<file path="config.mk">
export PLATFORM = sky130hd
export DESIGN_NAME = pwm_multichannel_gen
export DESIGN_NICKNAME = d
export VERILOG_FILES = /design/src/rtl/pwm_pkg.sv /design/src/rtl/pwm_btn_debounce.sv /design/src/rtl/pwm_multichannel_gen.sv
export SDC_FILE = /design/constraint.sdc
export NUM_CORES = 1
export LEC_CHECK = 0
export CORE_UTILIZATION = 55
export CTS_CLUSTER_DIAMETER = 150
export DETAILED_ROUTE_END_ITERATION = 8
export PLACE_DENSITY = 0.72
export SLEW_MARGIN = 30
export SYNTH_ARGS = -nofsm -noshare
export SYNTH_HDL_FRONTEND = slang
export SYNTH_SLANG_ARGS = --single-unit
export TNS_END_PERCENT = 1
</file>
<file path="constraint.sdc">
create_clock -name clk -period 5.2 [get_ports clk]
set_input_delay 0.52 -clock clk [delete_from_list [all_inputs] [get_ports clk]]
set_output_delay 0.52 -clock clk [all_outputs]
set_load 0.03 [all_outputs]
</file>
<file path="src/rtl/pwm_pkg.sv">
// Purpose: shared defaults, width helper and parameter sanity check for the PWM generator family.
// Latency: n/a (constants and constant functions only).
// Backpressure: n/a.
package pwm_pkg;

    localparam int PWM_NUM_CH_DEF    = 4;
    localparam int PWM_CNT_W_DEF     = 8;
    localparam int PWM_PERIOD_DEF    = 100;
    localparam int PWM_STEP_DEF      = 10;
    localparam int PWM_DUTY_MIN_DEF  = 10;
    localparam int PWM_DUTY_MAX_DEF  = 90;
    localparam int PWM_DUTY_INIT_DEF = 50;
    localparam int PWM_DEB_DIV_DEF   = 25000000;

    // Bits needed to index n items, never less than one so a 1-channel build keeps a legal port.
    function automatic int clog2_min1(input int n);
        int w;
        w = 0;
        for (int k = 0; k < 31; k++) begin
            if ((1 << k) < n) w = k + 1;
        end
        return (w < 1) ? 1 : w;
    endfunction

    // Duty values are stored in CNT_W bits, so DUTY_MAX must also fit below 2**CNT_W.
    function automatic bit pwm_params_ok(input int num_ch, input int cnt_w, input int period,
                                         input int step, input int dmin, input int dmax,
                                         input int dinit, input int deb_div);
        bit ok;
        ok = (num_ch >= 1) && (cnt_w >= 1) && (cnt_w <= 30) && (period >= 2) &&
             (period <= (1 << cnt_w)) && (step >= 0) && (step < (1 << cnt_w)) &&
             (dmin >= 0) && (dmin <= dinit) && (dinit <= dmax) && (dmax <= period) &&
             (dmax < (1 << cnt_w)) && (deb_div >= 2);
        return ok;
    endfunction

endpackage

</file>
<file path="src/rtl/pwm_btn_debounce.sv">
// Purpose: samples one raw button on the shared debounce tick and emits a single pulse per rising edge.
// Latency: press asserts on the second tick after the button is first seen high.
// Backpressure: none; a held button produces exactly one press.
module pwm_btn_debounce (
    input  logic clk,
    input  logic rst_n,
    input  logic tick,
    input  logic btn,
    output logic press
);

    logic s1;
    logic s2;

    // Two-deep history advanced only on the slow tick, which filters contact bounce.
    always_ff @(posedge clk or negedge rst_n) begin
        if (!rst_n) begin
            s1 <= 1'b0;
            s2 <= 1'b0;
        end else if (tick) begin
            s1 <= btn;
            s2 <= s1;
        end
    end

    assign press = s1 & ~s2 & tick;

endmodule

</file>
<file path="src/rtl/pwm_multichannel_gen.sv">
// Purpose: NUM_CH PWM outputs from one period counter, per-channel button-adjusted duty, optional stagger.
// Latency: 1 cycle from counter value to pwm_out/period_start; duty changes take effect at the next period.
// Backpressure: none; outputs free-run, duty_rd is a combinational view of the pending duty.
module pwm_multichannel_gen
    import pwm_pkg::*;
#(
    parameter int NUM_CH    = PWM_NUM_CH_DEF,
    parameter int CNT_W     = PWM_CNT_W_DEF,
    parameter int PERIOD    = PWM_PERIOD_DEF,
    parameter int STEP      = PWM_STEP_DEF,
    parameter int DUTY_MIN  = PWM_DUTY_MIN_DEF,
    parameter int DUTY_MAX  = PWM_DUTY_MAX_DEF,
    parameter int DUTY_INIT = PWM_DUTY_INIT_DEF,
    parameter int DEB_DIV   = PWM_DEB_DIV_DEF,
    localparam int CH_W     = clog2_min1(NUM_CH)
) (
    input  logic              clk,
    input  logic              rst_n,
    input  logic              enable,
    input  logic              stagger_mode,
    input  logic [CH_W-1:0]   ch_sel,
    input  logic              increase_duty,
    input  logic              decrease_duty,
    output logic [NUM_CH-1:0] pwm_out,
    output logic              period_start,
    output logic [CNT_W-1:0]  duty_rd
);

    localparam int CW1   = CNT_W + 1;
    localparam int DEB_W = clog2_min1(DEB_DIV);
    localparam int PH_OFS = PERIOD / NUM_CH;

    localparam logic [DEB_W-1:0] DEB_LAST = DEB_W'(DEB_DIV - 1);
    localparam logic [CNT_W-1:0] CNT_LAST = CNT_W'(PERIOD - 1);
    localparam logic [CNT_W-1:0] INIT_V   = CNT_W'(DUTY_INIT);
    localparam logic [CNT_W-1:0] MIN_V    = CNT_W'(DUTY_MIN);
    localparam logic [CNT_W-1:0] MAX_V    = CNT_W'(DUTY_MAX);
    localparam logic [CW1-1:0]   MIN_W    = CW1'(DUTY_MIN);
    localparam logic [CW1-1:0]   MAX_W    = CW1'(DUTY_MAX);
    localparam logic [CW1-1:0]   STEP_W   = CW1'(STEP);
    localparam logic [CW1-1:0]   PERIOD_W = CW1'(PERIOD);

    if (!pwm_params_ok(NUM_CH, CNT_W, PERIOD, STEP, DUTY_MIN, DUTY_MAX, DUTY_INIT, DEB_DIV)) begin : g_param_err
        $error("pwm_multichannel_gen: illegal parameter combination");
    end

    logic [DEB_W-1:0] deb_cnt;
    logic             tick;
    logic             inc_press;
    logic             dec_press;
    logic [CNT_W-1:0] duty_pend [NUM_CH];
    logic [CNT_W-1:0] duty_act  [NUM_CH];
    logic             mode_act;
    logic [CNT_W-1:0] cnt;
    logic             at_last;
    logic             load;
    logic             sel_ok;
    logic [CNT_W-1:0] sel_duty;
    logic [CNT_W-1:0] duty_nxt;
    logic             duty_upd;
    logic [CNT_W-1:0] phase [NUM_CH];

    assign tick = (deb_cnt == DEB_LAST);

    // Free-running debounce sample divider, independent of enable.
    always_ff @(posedge clk or negedge rst_n) begin
        if (!rst_n) deb_cnt <= '0;
        else        deb_cnt <= tick ? '0 : deb_cnt + 1'b1;
    end

    pwm_btn_debounce u_inc (.clk(clk), .rst_n(rst_n), .tick(tick), .btn(increase_duty), .press(inc_press));
    pwm_btn_debounce u_dec (.clk(clk), .rst_n(rst_n), .tick(tick), .btn(decrease_duty), .press(dec_press));

    // Channel select mux; an out-of-range ch_sel matches nothing, reads 0 and blocks updates.
    always_comb begin
        sel_ok   = 1'b0;
        sel_duty = '0;
        for (int i = 0; i < NUM_CH; i++) begin
            if (ch_sel == CH_W'(i)) begin
                sel_ok   = 1'b1;
                sel_duty = duty_pend[i];
            end
        end
    end

    assign duty_rd  = sel_duty;
    assign duty_upd = sel_ok & (inc_press ^ dec_press);

    // Saturating step computed one bit wider so neither direction can wrap.
    always_comb begin
        logic [CW1-1:0] inc_sum;
        logic [CW1-1:0] dec_dif;
        inc_sum = {1'b0, sel_duty} + STEP_W;
        dec_dif = {1'b0, sel_duty} - STEP_W;
        if (inc_press) begin
            duty_nxt = (inc_sum > MAX_W) ? MAX_V : inc_sum[CNT_W-1:0];
        end else begin
            duty_nxt = (({1'b0, sel_duty} >= STEP_W) && (dec_dif >= MIN_W)) ? dec_dif[CNT_W-1:0] : MIN_V;
        end
    end

    // Pending duty registers written by accepted presses.
    always_ff @(posedge clk or negedge rst_n) begin
        if (!rst_n) begin
            for (int i = 0; i < NUM_CH; i++) duty_pend[i] <= INIT_V;
        end else if (duty_upd) begin
            for (int i = 0; i < NUM_CH; i++) begin
                if (ch_sel == CH_W'(i)) duty_pend[i] <= duty_nxt;
            end
        end
    end

    assign at_last = (cnt == CNT_LAST);
    assign load    = ~enable | at_last;

    // Shared period counter, parked at 0 while disabled so re-enable starts a fresh period.
    always_ff @(posedge clk or negedge rst_n) begin
        if (!rst_n)       cnt <= '0;
        else if (!enable) cnt <= '0;
        else if (at_last) cnt <= '0;
        else              cnt <= cnt + 1'b1;
    end

    // Shadow load at the period boundary (every cycle while disabled) keeps edges glitch-free.
    always_ff @(posedge clk or negedge rst_n) begin
        if (!rst_n) begin
            for (int i = 0; i < NUM_CH; i++) duty_act[i] <= INIT_V;
            mode_act <= 1'b0;
        end else if (load) begin
            duty_act <= duty_pend;
            mode_act <= stagger_mode;
        end
    end

    // Per-channel phase: counter plus an even share of the period when staggered, folded mod PERIOD.
    always_comb begin
        logic [CW1-1:0] sum;
        sum = '0;
        for (int i = 0; i < NUM_CH; i++) begin
            sum      = {1'b0, cnt} + (mode_act ? CW1'(i * PH_OFS) : CW1'(0));
            phase[i] = (sum >= PERIOD_W) ? CNT_W'(sum - PERIOD_W) : sum[CNT_W-1:0];
        end
    end

    // Registered compare outputs and period marker.
    always_ff @(posedge clk or negedge rst_n) begin
        if (!rst_n) begin
            pwm_out      <= '0;
            period_start <= 1'b0;
        end else begin
            for (int i = 0; i < NUM_CH; i++) pwm_out[i] <= enable & (phase[i] < duty_act[i]);
            period_start <= enable & (cnt == '0);
        end
    end

endmodule

</file>
==> flow_summary.json <==
{
  "outcome": "completed",
  "gr-total-overflow": 0,
  "clkSlewWorstSetupHoldPaths_ns": 0.07,
  "ios": 21,
  "async_flop_share_pct": 100,
  "instances_no_fill": 925,
  "ff2ff_path_depth": 13,
  "gp_congestion": 0.887,
  "intPower_mw": 1.33,
  "critPathKind": "reg2reg",
  "cp_max_fo": 9,
  "portBuffers": 20,
  "fillCellCount": 1045,
  "cts_tree": "done",
  "synth.top_cell.area_share_pct": 30.0,
  "synthTopCellsByArea": "dfrtp_1, ha_1, dfstp_2, nand2_1, o21ai_0",
  "slew_violations": 0,
  "synth_edf_count": 0,
  "h-tree-depth": 3,
  "setup_viol": 0,
  "cts-resized-gates": 0,
  "met2RoutedLength_mm": 7.24,
  "yosysMostFrequentCell": "nand2_1",
  "comb_power_share_pct": 12.2,
  "top_layer": "met4",
  "fin_hold_ws_ns": 0.189,
  "synthesis.instances": 751,
  "switchingPower_uw": 461,
  "pwr-share-clk_pct": 40.0,
  "antenna_left": 0,
  "post-route-worst-setup-slack_ns": 1.04,
  "max_freq_mhz": 241,
  "cts_sinks": 107,
  "fp-row-count": 40,
  "root_buffer": "clkbuf_16",
  "post_cts_buffers": 0,
  "core_mm2": 0.0122,
  "syn-num-nets": 814,
  "cp-end-kind": "register",
  "die_w_um": 114,
  "synth_top_area_cell": "dfrtp_1",
  "hold_class": "in2async",
  "syn_to_final_growth_pct": 8.98,
  "power_density_mw_per_mm2": 238,
  "period_share_pct": 79.9,
  "synth_top_flop_cell": "dfrtp_1",
  "postCtsHoldBufs": 0,
  "layout.nets": 815,
  "cts_buffers": 9,
  "final_core_util_pct": 62.1,
  "setup-tns-final_ns": 0,
  "grt_max_degree": 61,
  "finalHoldViolations": 0,
  "peakVddDrop_uv": 210,
  "slew_headroom_pct": 44.9,
  "dp_cells": 909,
  "rsz0062_at_grt": "no",
  "drtPass1Iterations": 5,
  "layout_min_cycle_time_ns": 4.16,
  "preCtsSetupSlack_ns": 1.05,
  "ys_ff_latch": 107,
  "die_h_um": 114,
  "finClkSkew_ns": 0.00870,
  "wl_per_cell_um": 16.2,
  "leakage_nw": 3.35,
  "place_hpwl_mm": 10.8,
  "grt_pass1_vias": 5103,
  "synth-seq-area-share_pct": 39.1,
  "grt_usage_pct": 24.8,
  "avgSynthCellArea_um2": 9.22,
  "arrival_ns": 4.41,
  "syn_area_mm2": 0.00693,
  "die_area_mm2": 0.0130,
  "routed_wl_mm": 15.0,
  "yosys_warnings": 0,
  "critPathRequiredTime_ns": 5.46,
  "cp-start-kind": "register",
  "clk_path_buf_depth": 2,
  "vias": 5222,
  "met1Wirelength_mm": 7.10,
  "insertion_delay_ns": 0.35,
  "synth_common_cells": "nand2_1, dfrtp_1, o21ai_0",
  "seq_power_share_pct": 47.8,
  "drcViolationCount": 0,
  "drive_above_1_share_pct": 10.8,
  "r2r-start": "mode_act",
  "drtIter0Drc": 376,
  "rrSetupSlack_ns": 1.04,
  "start_util_pct": 56.9,
  "cap_violations": 0,
  "synth_cell_type_count": 65,
  "drt-vias-per-instance": 5.65,
  "antenna_cells": 0,
  "grt_pass1_wl_mm": 24.9,
  "setup.worst_path.start": "mode_act",
  "worst_pin_slew_ns": 0.817,
  "regToRegEndpoint": "pwm_out[3]",
  "p_sw_share_pct": 25.7,
  "wl_met3_um": 452,
  "antenna_found_initial": 0
}
flip-flops by register name (all words and copies together), names as in the netlist:
register	cells
cnt	8
deb_cnt	25
duty_act	32
duty_pend	32
mode_act	1
period_start	1
pwm_out	4
u_dec.s1	1
u_dec.s2	1
u_inc.s1	1
u_inc.s2	1
routing by layer:
layer / global-route usage, % / vias to the layer above
li1: - / 2575
met1: 32.8 / 2544
met2: 41.7 / 89
met3: 3.60 / 14
met4: 8.57 / 0
met5: 0 / -
through the flow:
stage | cell area (µm²) | power [mW]
2_1_floorplan | 6930 | 1.02
3_3_place_gp | 7240 | 1.08
3_5_place_dp | 7240 | 1.09
4_1_cts | 7550 | 1.81
5_1_grt | 7550 | 1.87
6_report | 7550 | 1.79
kinds of logic after synthesis:
group                      after synthesis  synth area share, %
and+or+nand+nor                        259                 18.0
AOI/OAI and AO/OA                      151                 14.1
DFF                                    107                 39.1
buffers and inverters                   89                 5.04
xor gates and xnor gates                60                 7.59
adders and majority gates               55                 10.0
muxes                                   30                 6.11
critical path, cell delays in order (launching register included):
cell and delay, ns:
dfrtp_1 0.52, ha_1 0.34, fa_1 0.42, a31oi_1 0.32
xnor2_1 0.19, a2111oi_0 0.42, o311a_1 0.33, mux2_2 0.37
ha_1 0.27, a21o_1 0.16, a21o_1 0.17, a21o_1 0.17
a21o_1 0.16, a21oi_1 0.20
cells in the final DEF, fill, tap and decap left out, drive strengths merged, types with 18 or more instances in the layout:
cell type / count
nand2: 96
dfrtp: 83
o21ai: 70
inv: 56
ha: 54
nor2: 53
xnor2: 31
xor2: 29
a21o: 25
dfstp: 24
nand3: 21
a21oi: 21
clkdlybuf4s50: 19
nand2b: 18
mux2: 18
how the worst max path moves through the flow:
stage | endpoint | slack [ns]
2_1_floorplan | pwm_out[2] | 1.41
3_3_place_gp | pwm_out[3] | 1.13
3_5_place_dp | duty_pend[27] | 1.05
4_1_cts | pwm_out[3] | 1.04
5_1_grt | pwm_out[2] | 0.69
6_report | pwm_out[3] | 1.04
area by class of cell:
| cell class | instances | area (µm²) | share of cell area [%] |
|---|---|---|---|
| flip-flops and latches | 107 | 2710 | 35.9 |
| well taps | 168 | 210 | 2.79 |
| inverters | 54 | 203 | 2.69 |
| clock inverters | 5 | 67.6 | 0.895 |
| repair buffers | 25 | 235 | 3.12 |
| clock buffers | 11 | 243 | 3.22 |
| multi-input cells | 555 | 3880 | 51.4 |
power groups by stage:
stage	Combinational [mW]	Sequential (mW)	Clock, mW
floorplan	0.145	0.876	0
global placement	0.211	0.873	0
detailed placement	0.219	0.873	0
CTS	0.221	0.857	0.736
global route	0.246	0.859	0.769
finish	0.218	0.857	0.718
Note: power is estimated with default switching activity, not from simulation.
